### config.mk
export PLATFORM = sky130hd
export DESIGN_NAME = fifo_wptr_full
export DESIGN_NICKNAME = d
export VERILOG_FILES = /design/src/rtl/fifo_wptr_full.sv
export SDC_FILE = /design/constraint.sdc
export NUM_CORES = 1
export LEC_CHECK = 0
export ABC_AREA = 1
export CORE_MARGIN = 2
export CORE_UTILIZATION = 48
export DETAILED_ROUTE_END_ITERATION = 8
export PLACE_DENSITY = 0.76
export SYNTH_ARGS = -nofsm -noshare
export SYNTH_HDL_FRONTEND = slang
export SYNTH_SLANG_ARGS = --single-unit
### constraint.sdc
create_clock -name clk -period 2.9 [get_ports clk]
set_clock_uncertainty 0.2 [all_clocks]
set_input_delay 0.435 -clock clk [delete_from_list [all_inputs] [get_ports clk]]
set_output_delay 0.435 -clock clk [all_outputs]
set_load 0.05 [all_outputs]
### src/rtl/fifo_wptr_full.sv
// rtl/fifo_wptr_full.sv - FIFO write-domain pointer, read-pointer sync, full/almost-full/level flags
module fifo_wptr_full #(
    parameter int ADDR_SIZE = 3,
    parameter int AF_MARGIN = 1
) (
    input  logic                 clk,
    input  logic                 rst,
    input  logic                 w_inc,
    input  logic [ADDR_SIZE:0]   r_ptr_gray,
    output logic                 w_en,
    output logic [ADDR_SIZE-1:0] w_addr,
    output logic [ADDR_SIZE:0]   w_ptr_gray,
    output logic                 full,
    output logic                 almost_full,
    output logic [ADDR_SIZE:0]   w_level
);

    localparam int MEM_SIZE = 2 ** ADDR_SIZE;
    // Full when the write pointer leads the read pointer by exactly MEM_SIZE: in Gray
    // code that is the two MSBs inverted and the rest equal.
    localparam logic [ADDR_SIZE:0] FULL_MASK = (ADDR_SIZE + 1)'(3 << (ADDR_SIZE - 1));
    localparam logic [ADDR_SIZE:0] AF_LEVEL  = (ADDR_SIZE + 1)'(MEM_SIZE - AF_MARGIN);

    logic [ADDR_SIZE:0] r_w_bin;
    logic [ADDR_SIZE:0] r_w_gray;
    logic [ADDR_SIZE:0] r_rq1;
    logic [ADDR_SIZE:0] r_rq2;
    logic               r_full;
    logic               r_almost_full;
    logic [ADDR_SIZE:0] r_w_level;

    logic [ADDR_SIZE:0] w_b_next;
    logic [ADDR_SIZE:0] w_g_next;
    logic [ADDR_SIZE:0] w_r_bin;
    logic [ADDR_SIZE:0] w_level_next;

    assign w_en         = w_inc & ~r_full;
    assign w_b_next     = r_w_bin + {{ADDR_SIZE{1'b0}}, w_en};
    assign w_g_next     = w_b_next ^ (w_b_next >> 1);
    assign w_level_next = w_b_next - w_r_bin;

    always_comb begin
        w_r_bin = '0;
        for (int i = 0; i <= ADDR_SIZE; i++) begin
            w_r_bin[i] = ^(r_rq2 >> i);
        end
    end

    always_ff @(posedge clk or posedge rst) begin
        if (rst) begin
            r_w_bin       <= '0;
            r_w_gray      <= '0;
            r_rq1         <= '0;
            r_rq2         <= '0;
            r_full        <= 1'b0;
            r_almost_full <= 1'b0;
            r_w_level     <= '0;
        end else begin
            r_rq1         <= r_ptr_gray;
            r_rq2         <= r_rq1;
            r_w_bin       <= w_b_next;
            r_w_gray      <= w_g_next;
            r_full        <= (w_g_next == (r_rq2 ^ FULL_MASK));
            r_almost_full <= (w_level_next >= AF_LEVEL);
            r_w_level     <= w_level_next;
        end
    end

    assign w_addr      = r_w_bin[ADDR_SIZE-1:0];
    assign w_ptr_gray  = r_w_gray;
    assign full        = r_full;
    assign almost_full = r_almost_full;
    assign w_level     = r_w_level;

endmodule
# --- Word level (Yosys, flattened, before mapping) ---
# Cells that the tools add are included.
# W data, S select, Z words.
word_totals:
  register_bits: 22
  latchBits: 0
  mem_bits_rw: 0
  rom_bits: 0
  in_bits: 7
  out_inout_bits: 14
  wordCells: 19
  n_memories: 0
classes:
  add_sub_neg: 2
  n_mul: 0
  div_mod_pow: 0
  n_lt_le_gt_ge: 1
  eq_ne: 1
  n_shift: 0
  n_mux: 0
  bitwise: 4
  reduce_logical: 4
ops:
  columns: ["op", "n"]
  rows:
  - ["$reduce_xor A4 Y1", 4]
  - ["$add A4 B1 Y4", 1]
  - ["$eq A4 B4 Y1", 1]
  - ["$ge A4 B3 Y1 const B", 1]
  - ["$sub A4 B4 Y4", 1]
  - ["$xor A4 B3 Y4", 1]
  - ["$not A2 Y2", 1]
  - ["$and A1 B1 Y1", 1]
  - ["$not A1 Y1", 1]

# --- Logic depth before layout (Yosys ltp) ---
logic_depth:
  ltp_word: 5
  mapped_depth: 14
  ltp_nobuf: 14

# --- Least setup slack after synthesis ---
# OpenSTA, ideal clock, no wires.
synth_path:
  path_kind: "reg2reg"
  start: "register r_full (netlist: full)"
  end: "register r_w_level[2] (netlist: w_level[2])"
  setup_ns: 0.119
  arrival_ns: 2.686
  t_required_ns: 2.581
  path_slack_ns: -0.105
  stages_incl_launch_ff: 8
  n_path_buf: 0
  period_less_slack_ns: 3.005
  path_cell_list: "dfrtp_1 nor2_1 ha_1 ha_1 inv_1 fa_1 nand3b_1 and2_1"
synth_via:
  elab_chain_len: 4
synth_lines:
  columns: ["item", "line", "source"]
  rows:
  - ["start: declaration", "28", "logic r_full;"]
  - ["start signal: assignment", "63", "r_full <= (w_g_next == (r_rq2 ^ FULL_MASK));"]
  - ["$not A1 Y1", "37", "assign w_en = w_inc & ~r_full;"]
  - ["$and A1 B1 Y1", "37", null]
  - ["via w_en", "10", "output logic w_en,"]
  - ["$add A4 B1 Y4", "38", "assign w_b_next = r_w_bin + {{ADDR_SIZE{1'b0}}, w_en};"]
  - ["via w_b_next[1]", "32", "logic [ADDR_SIZE:0] w_b_next;"]
  - ["$sub A4 B4 Y4", "40", "assign w_level_next = w_b_next - w_r_bin;"]
  - ["via w_level_next[2]", "35", "logic [ADDR_SIZE:0] w_level_next;"]
  - ["end signal: assignment", "65", "r_w_level <= w_level_next;"]
  - ["end: declaration", "30", "logic [ADDR_SIZE:0] r_w_level;"]
# The timed path passes the listed nets, and every way through them passes these cells.

# --- Worst setup path after layout ---
layout_path:
  start: "input w_inc"
  end: "output w_en"
layout_via:
  elab_chain_len: 1
layout_lines:
  columns: ["item", "line", "source"]
  rows:
  - ["start: declaration", "8", "input logic w_inc,"]
  - ["$and A1 B1 Y1", "37", null]
  - ["end: declaration", "10", null]
# Every way passes these cells.

==> flow_summary.ini <==
[outcome]
status = finished clean

[cells_and_area]
fill_cells = 167
final_layout_size_suffix_gt1_frac = 0.110
area_delta_synth_final_pct = 27.4
finalNetCount = 140
final_util = 0.635
antenna_cells = 0

[clock_tree]
clkLatencyLatePin_ns = 0.30
cts_setup_buffers = 0
cts-root-to-sink-buffers = 2
clk_pin_slew_worst_paths_ns = 0.12
cts_hold_buf = 0
numCtsBuffers = 3
cts_tree = done
cts_root_buffer = clkbuf_4
clock-sinks = 21
cts_max_level = 1
cts_resized = 0

[critical_path]
cp-start-kind = input pin
arrival_ns = 1.85
required_ns = 2.27
cp-startpoint = w_inc
cp-end-kind = primary output
crit_type = input pin to primary output
crit_fanout = 2
r2r_start = r_rq2[3]$_DFF_PP0_

[synthesis]
syn_avg_cell_area_um2 = 9.31
synth_warnings = 0
synth_fp_nets = 115
yosysUniqueCellTypes = 17
synth_area_um2 = 958
ys_ff_latch = 21
syn_inst = 103
yosysSeqAreaShare = 0.548

[floorplanning]
floorplan.initialDensity = 0.499
die_w_um = 48.7
row_count = 16
ioPinCount = 21
fp.coreArea_mm2 = 0.00192
die_area_mm2 = 0.00237
die_h_um = 48.7

[grt]
gr-total-overflow = 0
grt_pass1_wl_mm = 3.11
grt_pass1_vias = 733
grt_max_degree = 22
grtUsageTotal = 0.170
antenna_found_initial = 0

[sta]
whs_ns = 0.166
fmax_mhz = 403
slew_violations = 0
rsz0062_at_grt = false
finalSetupViolations = 0
tightest_slew_ns = 0.769
relSlewSlack = 0.487
hold_viol_final = 0
fin_crit_sh = 0.856
fin_crit_ns = 2.48
fin_tns_setup_ns = 0

[detailed_routing]
drtIter0Drc = 23
vias_per_cell = 4.63
first_pass_iters = 4
routed_wl_mm = 1.67
detail_route.wl_per_cell_um = 10.9
vias = 713
drc = 0
drtAntennaViolNets = 0

[placed_design]
port-buffer-count = 20
place_hpwl_mm = 1.33
gp_congestion = 0.766

[run]
max_cap_viol_count = 0

[min_path]
hp-start = r_rq1[1]$_DFF_PP0_
hp-class = flop to flop
metal layers:
| metal | wire length [um] | global-route usage |
|---|---|---|
| met5 | 0 | 0 |
| met4 | 36 | 0.0762 |
| met3 | 64 | 0.0216 |
| met2 | 819 | 0.276 |
| met1 | 752 | 0.227 |
critical path, stage by stage:
cell and delay (ns):
clkdlybuf4s50_1 0.46, inv_1 0.05, nor2_2 0.09, clkdlybuf4s50_1 0.81
cell usage in the layout, fill, tap and decap left out:
cell type	n
ha_1	4
clkbuf_4	3
inv_2	1
fa_1	1
xor2_1	1
nand2_2	7
nor2_1	2
nand3_2	1
nand4_1	2
inv_1	16
nand2_1	31
clkdlybuf4s50_1	20
xor2_2	1
dfrtp_1	21
nor2_2	1
and2_1	1
o21bai_1	1
xnor2_1	1
nand3b_1	1
clkbuf_1	1
nand3_1	10
path summary, 6_finish.rpt:
path                       slack (ns)                     to  cells past startpoint
max reg2reg                      0.61  almost_full$_DFF_PP0_                     10
max in group asynchronous        1.66  almost_full$_DFF_PP0_                      2
min                              0.17     r_rq2[1]$_DFF_PP0_                      0
max                              0.42                   w_en                      4
min in group asynchronous        0.36     r_rq2[0]$_DFF_PP0_                      2
min reg2reg                      0.17     r_rq2[1]$_DFF_PP0_                      0
through the flow:
step / setup slack, ns / area, um2 / std cells
6_report: 0.418 / 1220 / 154
5_1_grt: 0.343 / 1220 / 154
4_1_cts: 0.410 / 1220 / 154
3_5_place_dp: 0.164 / 1190 / 150
3_3_place_gp: 0.227 / 1190 / 150
2_1_floorplan: 0.159 / 961 / 103
Yosys cell counts, drive strengths merged:
| cell | count | area (um2) |
|---|---|---|
| xor2 | 2 | 25.0 |
| nand2 | 38 | 160 |
| nand4 | 2 | 12.5 |
| ha | 4 | 50.1 |
| nand3 | 11 | 60.1 |
| dfrtp | 21 | 526 |
| nand3b | 1 | 7.51 |
| xnor2 | 1 | 8.76 |
| and2 | 1 | 6.26 |
| inv | 17 | 63.8 |
| o21bai | 1 | 7.51 |
| fa | 1 | 20.0 |
| nor2 | 3 | 11.3 |
cell families after synthesis:
| kind of cell | Yosys count | synth area share |
|---|---|---|
| xor+xnor | 3 | 0.0353 |
| flops | 21 | 0.548 |
| compound gates | 1 | 0.00784 |
| buf+inv | 17 | 0.0666 |
| fa+ha+maj | 5 | 0.0731 |
| simple gates | 56 | 0.269 |
state kept, by name, summed over array words and instances, names as in the netlist:
register / flops
r_rq1: 4
r_w_bin: 4
full: 1
r_rq2: 4
w_ptr_gray: 3
w_level: 4
almost_full: 1
final cells by class:
| class | count | area (um2) | area share |
|---|---|---|---|
| Sequential cell | 21 | 526 | 0.430 |
| Multi-Input combinational cell | 65 | 372 | 0.304 |
| Timing Repair Buffer | 20 | 200 | 0.164 |
| Inverter | 17 | 63.8 | 0.0523 |
| Tap cell | 27 | 33.8 | 0.0277 |
| Clock buffer | 4 | 26.3 | 0.0215 |
Power is left out: the tool's default activity adds up to more than one toggle a clock period on the data nets, which glitch-free logic cannot reach.
